===== config.mk =====
export PLATFORM = sky130hd
export DESIGN_NAME = vinc_access_ctrl
export DESIGN_NICKNAME = d
export VERILOG_FILES = /design/src/rtl/vinc_pkg.sv /design/src/rtl/vinc_rr_arb2.sv /design/src/rtl/vinc_access_ctrl.sv
export SDC_FILE = /design/constraint.sdc
export NUM_CORES = 1
export LEC_CHECK = 0
export ABC_AREA = 1
export CORE_ASPECT_RATIO = 1.1
export CORE_MARGIN = 3
export CORE_UTILIZATION = 39
export CTS_BUF_LIST = sky130_fd_sc_hd__clkbuf_8
export DETAILED_ROUTE_END_ITERATION = 8
export GPL_ROUTABILITY_DRIVEN = 0
export PLACE_DENSITY = 0.88
export SLEW_MARGIN = 20
export SYNTH_ARGS = -nofsm -noshare
export SYNTH_HDL_FRONTEND = slang
export SYNTH_SLANG_ARGS = --single-unit

===== constraint.sdc =====
create_clock -name clk -period 4 [get_ports clk]
set_clock_uncertainty 0.2 [all_clocks]
set_input_delay 0.6 -clock clk [delete_from_list [all_inputs] [get_ports clk]]
set_output_delay 0.6 -clock clk [all_outputs]
set_load 0.005 [all_outputs]

===== src/rtl/vinc_pkg.sv =====
// Shared constants for the vector inc register-file access controller.
// Holds the requester ids and the default register-file geometry.
package vinc_pkg;

    localparam int VINC_WIDTH       = 32;
    localparam int VINC_NUMREGS     = 8;
    localparam int VINC_LOG2NUMREGS = 3;

    localparam logic VINC_REQ_CTRL = 1'b0;
    localparam logic VINC_REQ_MEM  = 1'b1;

endpackage


===== src/rtl/vinc_rr_arb2.sv =====
// Two-way round-robin arbiter.
// The pointer only moves when both requesters compete, and then passes to the loser.
module vinc_rr_arb2
    import vinc_pkg::*;
(
    input  logic       clk,
    input  logic       resetn,
    input  logic [1:0] req,
    output logic [1:0] gnt
);

    logic ptr;

    always_comb begin
        gnt = 2'b00;
        unique case (req)
            2'b01:   gnt = 2'b01;
            2'b10:   gnt = 2'b10;
            2'b11:   gnt = (ptr == VINC_REQ_CTRL) ? 2'b01 : 2'b10;
            default: gnt = 2'b00;
        endcase
    end

    always_ff @(posedge clk or negedge resetn) begin
        if (!resetn) begin
            ptr <= VINC_REQ_CTRL;
        end else if (req == 2'b11) begin
            ptr <= ~ptr;
        end
    end

endmodule


===== src/rtl/vinc_access_ctrl.sv =====
// Shares the inc register file read port (a) and write port (c) between the control and memory units.
// It also tracks the one-cycle read, forwards same-cycle writes over the RAM's old data, and forces inc0 reads to zero.
module vinc_access_ctrl
    import vinc_pkg::*;
#(
    parameter int WIDTH       = VINC_WIDTH,
    parameter int NUMREGS     = VINC_NUMREGS,
    parameter int LOG2NUMREGS = VINC_LOG2NUMREGS
) (
    input  logic                   clk,
    input  logic                   resetn,

    input  logic [1:0]             rd_req,
    input  logic [LOG2NUMREGS-1:0] rd_reg0,
    input  logic [LOG2NUMREGS-1:0] rd_reg1,
    output logic [1:0]             rd_gnt,
    output logic                   rd_valid,
    output logic                   rd_id,
    output logic [WIDTH-1:0]       rd_data,

    input  logic [1:0]             wr_req,
    input  logic [LOG2NUMREGS-1:0] wr_reg0,
    input  logic [LOG2NUMREGS-1:0] wr_reg1,
    input  logic [WIDTH-1:0]       wr_data0,
    input  logic [WIDTH-1:0]       wr_data1,
    output logic [1:0]             wr_gnt,

    output logic [LOG2NUMREGS-1:0] a_reg,
    output logic                   a_en,
    input  logic [WIDTH-1:0]       a_readdataout,

    output logic [LOG2NUMREGS-1:0] c_reg,
    output logic [WIDTH-1:0]       c_writedatain,
    output logic                   c_we
);

    logic [LOG2NUMREGS-1:0] rd_idx;
    logic [LOG2NUMREGS-1:0] wr_idx;
    logic [WIDTH-1:0]       wr_sel_data;
    logic                   fwd_hit;

    logic                   zero_flag;
    logic                   bypass_valid;
    logic [WIDTH-1:0]       bypass_data;

    vinc_rr_arb2 u_rd_arb (
        .clk    (clk),
        .resetn (resetn),
        .req    (rd_req),
        .gnt    (rd_gnt)
    );

    vinc_rr_arb2 u_wr_arb (
        .clk    (clk),
        .resetn (resetn),
        .req    (wr_req),
        .gnt    (wr_gnt)
    );

    always_comb begin
        rd_idx      = '0;
        wr_idx      = '0;
        wr_sel_data = '0;
        if (rd_gnt[1]) begin
            rd_idx = rd_reg1;
        end else if (rd_gnt[0]) begin
            rd_idx = rd_reg0;
        end
        if (wr_gnt[1]) begin
            wr_idx      = wr_reg1;
            wr_sel_data = wr_data1;
        end else if (wr_gnt[0]) begin
            wr_idx      = wr_reg0;
            wr_sel_data = wr_data0;
        end
    end

    assign a_en          = |rd_gnt;
    assign a_reg         = rd_idx;
    assign c_reg         = wr_idx;
    assign c_writedatain = wr_sel_data;
    // inc0 is hardwired to zero, so a write to it is granted but never reaches the RAM.
    assign c_we          = (|wr_gnt) && (wr_idx != '0) && (32'(wr_idx) < NUMREGS);

    // The RAM returns old data on a same-address read/write collision; this flags that case.
    assign fwd_hit = a_en && c_we && (wr_idx == rd_idx);

    always_ff @(posedge clk or negedge resetn) begin
        if (!resetn) begin
            rd_valid     <= 1'b0;
            rd_id        <= VINC_REQ_CTRL;
            zero_flag    <= 1'b0;
            bypass_valid <= 1'b0;
            bypass_data  <= '0;
        end else begin
            rd_valid     <= a_en;
            zero_flag    <= a_en && (rd_idx == '0);
            bypass_valid <= fwd_hit;
            if (a_en) begin
                rd_id <= rd_gnt[1] ? VINC_REQ_MEM : VINC_REQ_CTRL;
            end
            if (fwd_hit) begin
                bypass_data <= wr_sel_data;
            end
        end
    end

    always_comb begin
        rd_data = '0;
        if (rd_valid) begin
            if (zero_flag) begin
                rd_data = '0;
            end else if (bypass_valid) begin
                rd_data = bypass_data;
            end else begin
                rd_data = a_readdataout;
            end
        end
    end

endmodule


After elaboration in Yosys (flattened, before gate mapping) --
Index checks and enable logic that the tools add are counted.
Word-level totals: bits in registers 38, input bits 114, output and inout bits 78
Operators by class: eq/ne operators 7, mux-type cells 14, bitwise logic cells 2, reduce and logical (&&, ||, !) cells 8
Operators by type and width (count):
- 32-bit 2-to-1 mux | 5
- 3-bit 2-to-1 mux | 4
- 2-bit case mux with 3 select lines | 2
- 2-bit equality test, second input constant | 4
- 2-bit by 1-bit equality test with 1-bit output, second input constant | 2
- 1-bit logical AND | 4
- 2-bit 2-to-1 mux | 2
- 2-bit OR reduction | 2
- 3-bit equality test | 1
- 3-bit zero test | 1
- 3-bit nonzero test | 1
- 1-bit inverter | 2
- 1-bit 2-to-1 mux | 1

Longest topological paths before layout --
depth after elaboration 8, gate-level depth with buffers 12, mapped depth without buffers 11

Hierarchy --
Synthesis repeated with hierarchy kept, for this count alone.
Second synthesis, totals: cell total of the unflattened synthesis 381, area, all modules 2563.7 um2
By module, submodules not included:
- vinc_access_ctrl | times used 1, cells each 361, area an instance 2441.1 um2, seq. area each 900.9 um2
- vinc_rr_arb2 | times used 2, cells each 10, area an instance 61.3 um2, seq. area each 25.0 um2

Worst setup path after synthesis --
Ideal clock, no wire load.
kind input port to output port, from input port wr_req[0], to output port c_writedatain[10], data arrival time 1346 ps, required time 3200 ps, setup slack 1854 ps, stages on the path 4, buffers on the path 1, cells stage by stage inv_2 > a21oi_4 > clkbuf_1 > a22o_1
Between the ends: word-level cells in the longest chain between the ends 4, elaborated cells on any way between the ends 6, those cells by class 3 x eq/ne; 3 x mux
RTL lines:
- start: declaration | RTL line vinc_access_ctrl.sv:21 | input logic [1:0] wr_req,
- 2-bit equality test or 2-bit by 1-bit equality test with 1-bit output (tied branches) | RTL line vinc_rr_arb2.sv:16 | unique case (req)
- 2-bit case mux with 3 select lines (*) | RTL line vinc_rr_arb2.sv:16
- 32-bit 2-to-1 mux | RTL line vinc_access_ctrl.sv:72 | end else if (wr_gnt[0]) begin
- 32-bit 2-to-1 mux (*) | RTL line vinc_access_ctrl.sv:69 | if (wr_gnt[1]) begin
- end: declaration | RTL line vinc_access_ctrl.sv:33 | output logic [WIDTH-1:0] c_writedatain,
Every way passes the cells marked *; elsewhere a longest branch is shown, timed or not.

Final worst setup path --
from input port wr_req[1], to output port c_writedatain[19]
Same word-level chain as after synthesis.

==> results.yml <==
status:
  status: "completed"
die:
  die_w_um: 86.2
  boundaryPins: 192
  initial_core_util: 0.411
  core_area_um2: 6710
  die_area_um2: 8120
  rows: 31
  die_h_um: 94.2
synth:
  synth_cells: 366
  ys_warn_count: 0
  syn_nets: 480
  ys_seq_area_frac: 0.345
  netlist_area_um2: 2760
  ys_ff_latch: 38
  syn_area_per_cell_um2: 7.54
  synth_cell_types: 26
sta:
  drv_slew: 0
  hold_violations: 0
  setup_viol_count_final: 0
  worst_pin_slew_ns: 1.09
  fin_crit_ns: 3.61
  hold_slack_ns: 0.224
  max_freq_ghz: 0.277
  rsz0062_at_grt: "false"
  slew_headroom: 0.273
  setup_slack_ns: 0.393
  finalCritPeriodShare: 0.902
  fin_setup_tns_ns: 0
power_and_ir_drop:
  p_switching_w: 0.000563
  p_per_area_nw_per_um2: 353
  switching_share: 0.338
  seq_power_share: 0.345
  internal-power_w: 0.00110
  peakVddDrop_uv: 211
  clockPowerShare: 0.202
  p_comb_frac: 0.453
  p_leak_nw: 2.15
placed_design:
  post-place-ws_ns: 0.407
  io_buffers: 191
  dpl_cell_area_um2: 4610
  hpwlAfterDp_um: 7800
global_routing:
  overflow: 0
  grt_first_pass_wirelength_um: 15800
  antenna_found_initial: 0
  grt_max_degree: 39
  grt_pass1_vias: 3276
  grtUsageTotal: 0.248
clock_network:
  cts_buffer_depth: 2
  clock_latency_ns: 0.28
  htree_levels: 2
  cts_root_buf: "clkbuf_8"
  clkTransAtPathRegs_ns: 0.08
  cts_resized: 0
  cts_tree: "yes"
  cts_buffers: 5
  post_cts_buffers: 0
  cts_sinks: 38
  cts_hold_buf: 0
cells_and_area:
  fillerInstances: 543
  syn_to_final_growth_pct: 71.0
  fin_util: 0.704
  multi_input_area_um2: 1560
  layout_commonest_cell: "clkdlybuf4s50_1"
  nNetsFinal: 655
  regArea_um2: 951
  drive_gt1_frac: 0.115
  diodes: 0
  design_area_um2: 4720
  mostFrequentLayoutCells: "190 x clkdlybuf4s50_1, 97 x nand2_1, 67 x nor2_1"
setup_path:
  r2r_slack_ns: 1.31
  cp.arrival_ns: 2.81
  rr_endpoint: "bypass_data[5]"
  r2r_start: "u_wr_arb.ptr"
  cp_max_fo: 20
  end_kind: "primary output"
  startpoint_type: "input port"
  reg2reg_depth: 9
  cp.required_ns: 3.20
  crit_type: "input port to primary output"
detailed_routing:
  drtIter0Drc: 132
  drc_errors: 0
  drtPass1Iterations: 4
  vias: 3198
  viasPerCell: 5.13
  wl_per_cell_um: 16.4
  ant_nets: 0
  routed_wirelength_um: 10200
flow_run:
  maxCapViolCount: 0
min_path:
  hold_class: "input port to async pin"
[synthesized netlist by cell type, drive strengths merged]
library cell	count	area, um2
buf	15	145
inv	17	63.8
nor4	1	6.26
nand3	39	363
nor3	31	155
clkbuf	11	41.3
and2	1	8.76
a22o	32	280
dfrtp	38	951
o21ai	1	5.00
a21oi	7	61.3
nor2	69	269
nand2	104	410
[flip-flops by register name (all words and copies together) (netlist names)]
register	flops
bypass_data	32
bypass_valid	1
rd_id	1
rd_valid	1
u_rd_arb.ptr	1
u_wr_arb.ptr	1
zero_flag	1
[layout make-up]
cell class,instances,area share
clock buffer,6,0.0175
clock inverter,1,0.00636
inverter,17,0.0135
multi-input combinational,285,0.331
sequential,38,0.201
tap,82,0.0217
timing repair buffer,194,0.409
[through the flow]
stage / total power [W] / cells
after floorplan: 0.000954 / 366
final: 0.00166 / 623
after global placement: 0.00131 / 616
after CTS: 0.00167 / 623
after detailed placement: 0.00134 / 616
after global routing: 0.00178 / 623
[routing by layer]
metal,wire length (um),GRT usage,vias up
met5,0,0,-
met4,250,0.0779,0
met3,765,0.0675,21
met2,5480,0.453,137
met1,3720,0.277,1484
li1,-,-,1556
[how the worst max path moves through the flow]
| stage | from | endpoint | slack [ns] | depth (start not counted) |
|---|---|---|---|---|
| global placement | wr_req[0] | c_writedatain[17] | 0.51 | 6 |
| detailed placement | wr_req[1] | c_writedatain[19] | 0.41 | 6 |
| global route | wr_req[1] | c_writedatain[8] | 0.28 | 6 |
| floorplan | wr_req[0] | c_writedatain[10] | 1.85 | 4 |
| CTS | wr_req[1] | c_writedatain[19] | 0.41 | 6 |
| finish | wr_req[1] | c_writedatain[19] | 0.39 | 6 |
[worst max-delay path: stages]
cell and delay, ns:
clkdlybuf4s50_1 0.64, inv_2 0.09, a21oi_4 0.37, buf_4 0.34, a22o_1 0.23, clkdlybuf4s50_1 0.52
[kinds of logic after synthesis]
kind of cell           share of synthesized area
AO/OA/AOI/OAI                              0.126
flip-flops                                 0.345
AND/OR/NAND/NOR                            0.439
buffers and inverters                     0.0907
[power groups by stage]
stage | registers, W | clock network (W) | logic (W)
after floorplan | 0.000562 | 0 | 0.000392
after global placement | 0.000575 | 0 | 0.000732
after detailed placement | 0.000578 | 0 | 0.000758
after CTS | 0.000572 | 0.000338 | 0.000761
after global routing | 0.000587 | 0.000357 | 0.000833
final | 0.000575 | 0.000336 | 0.000754
Power figures use the tool's default switching activity.
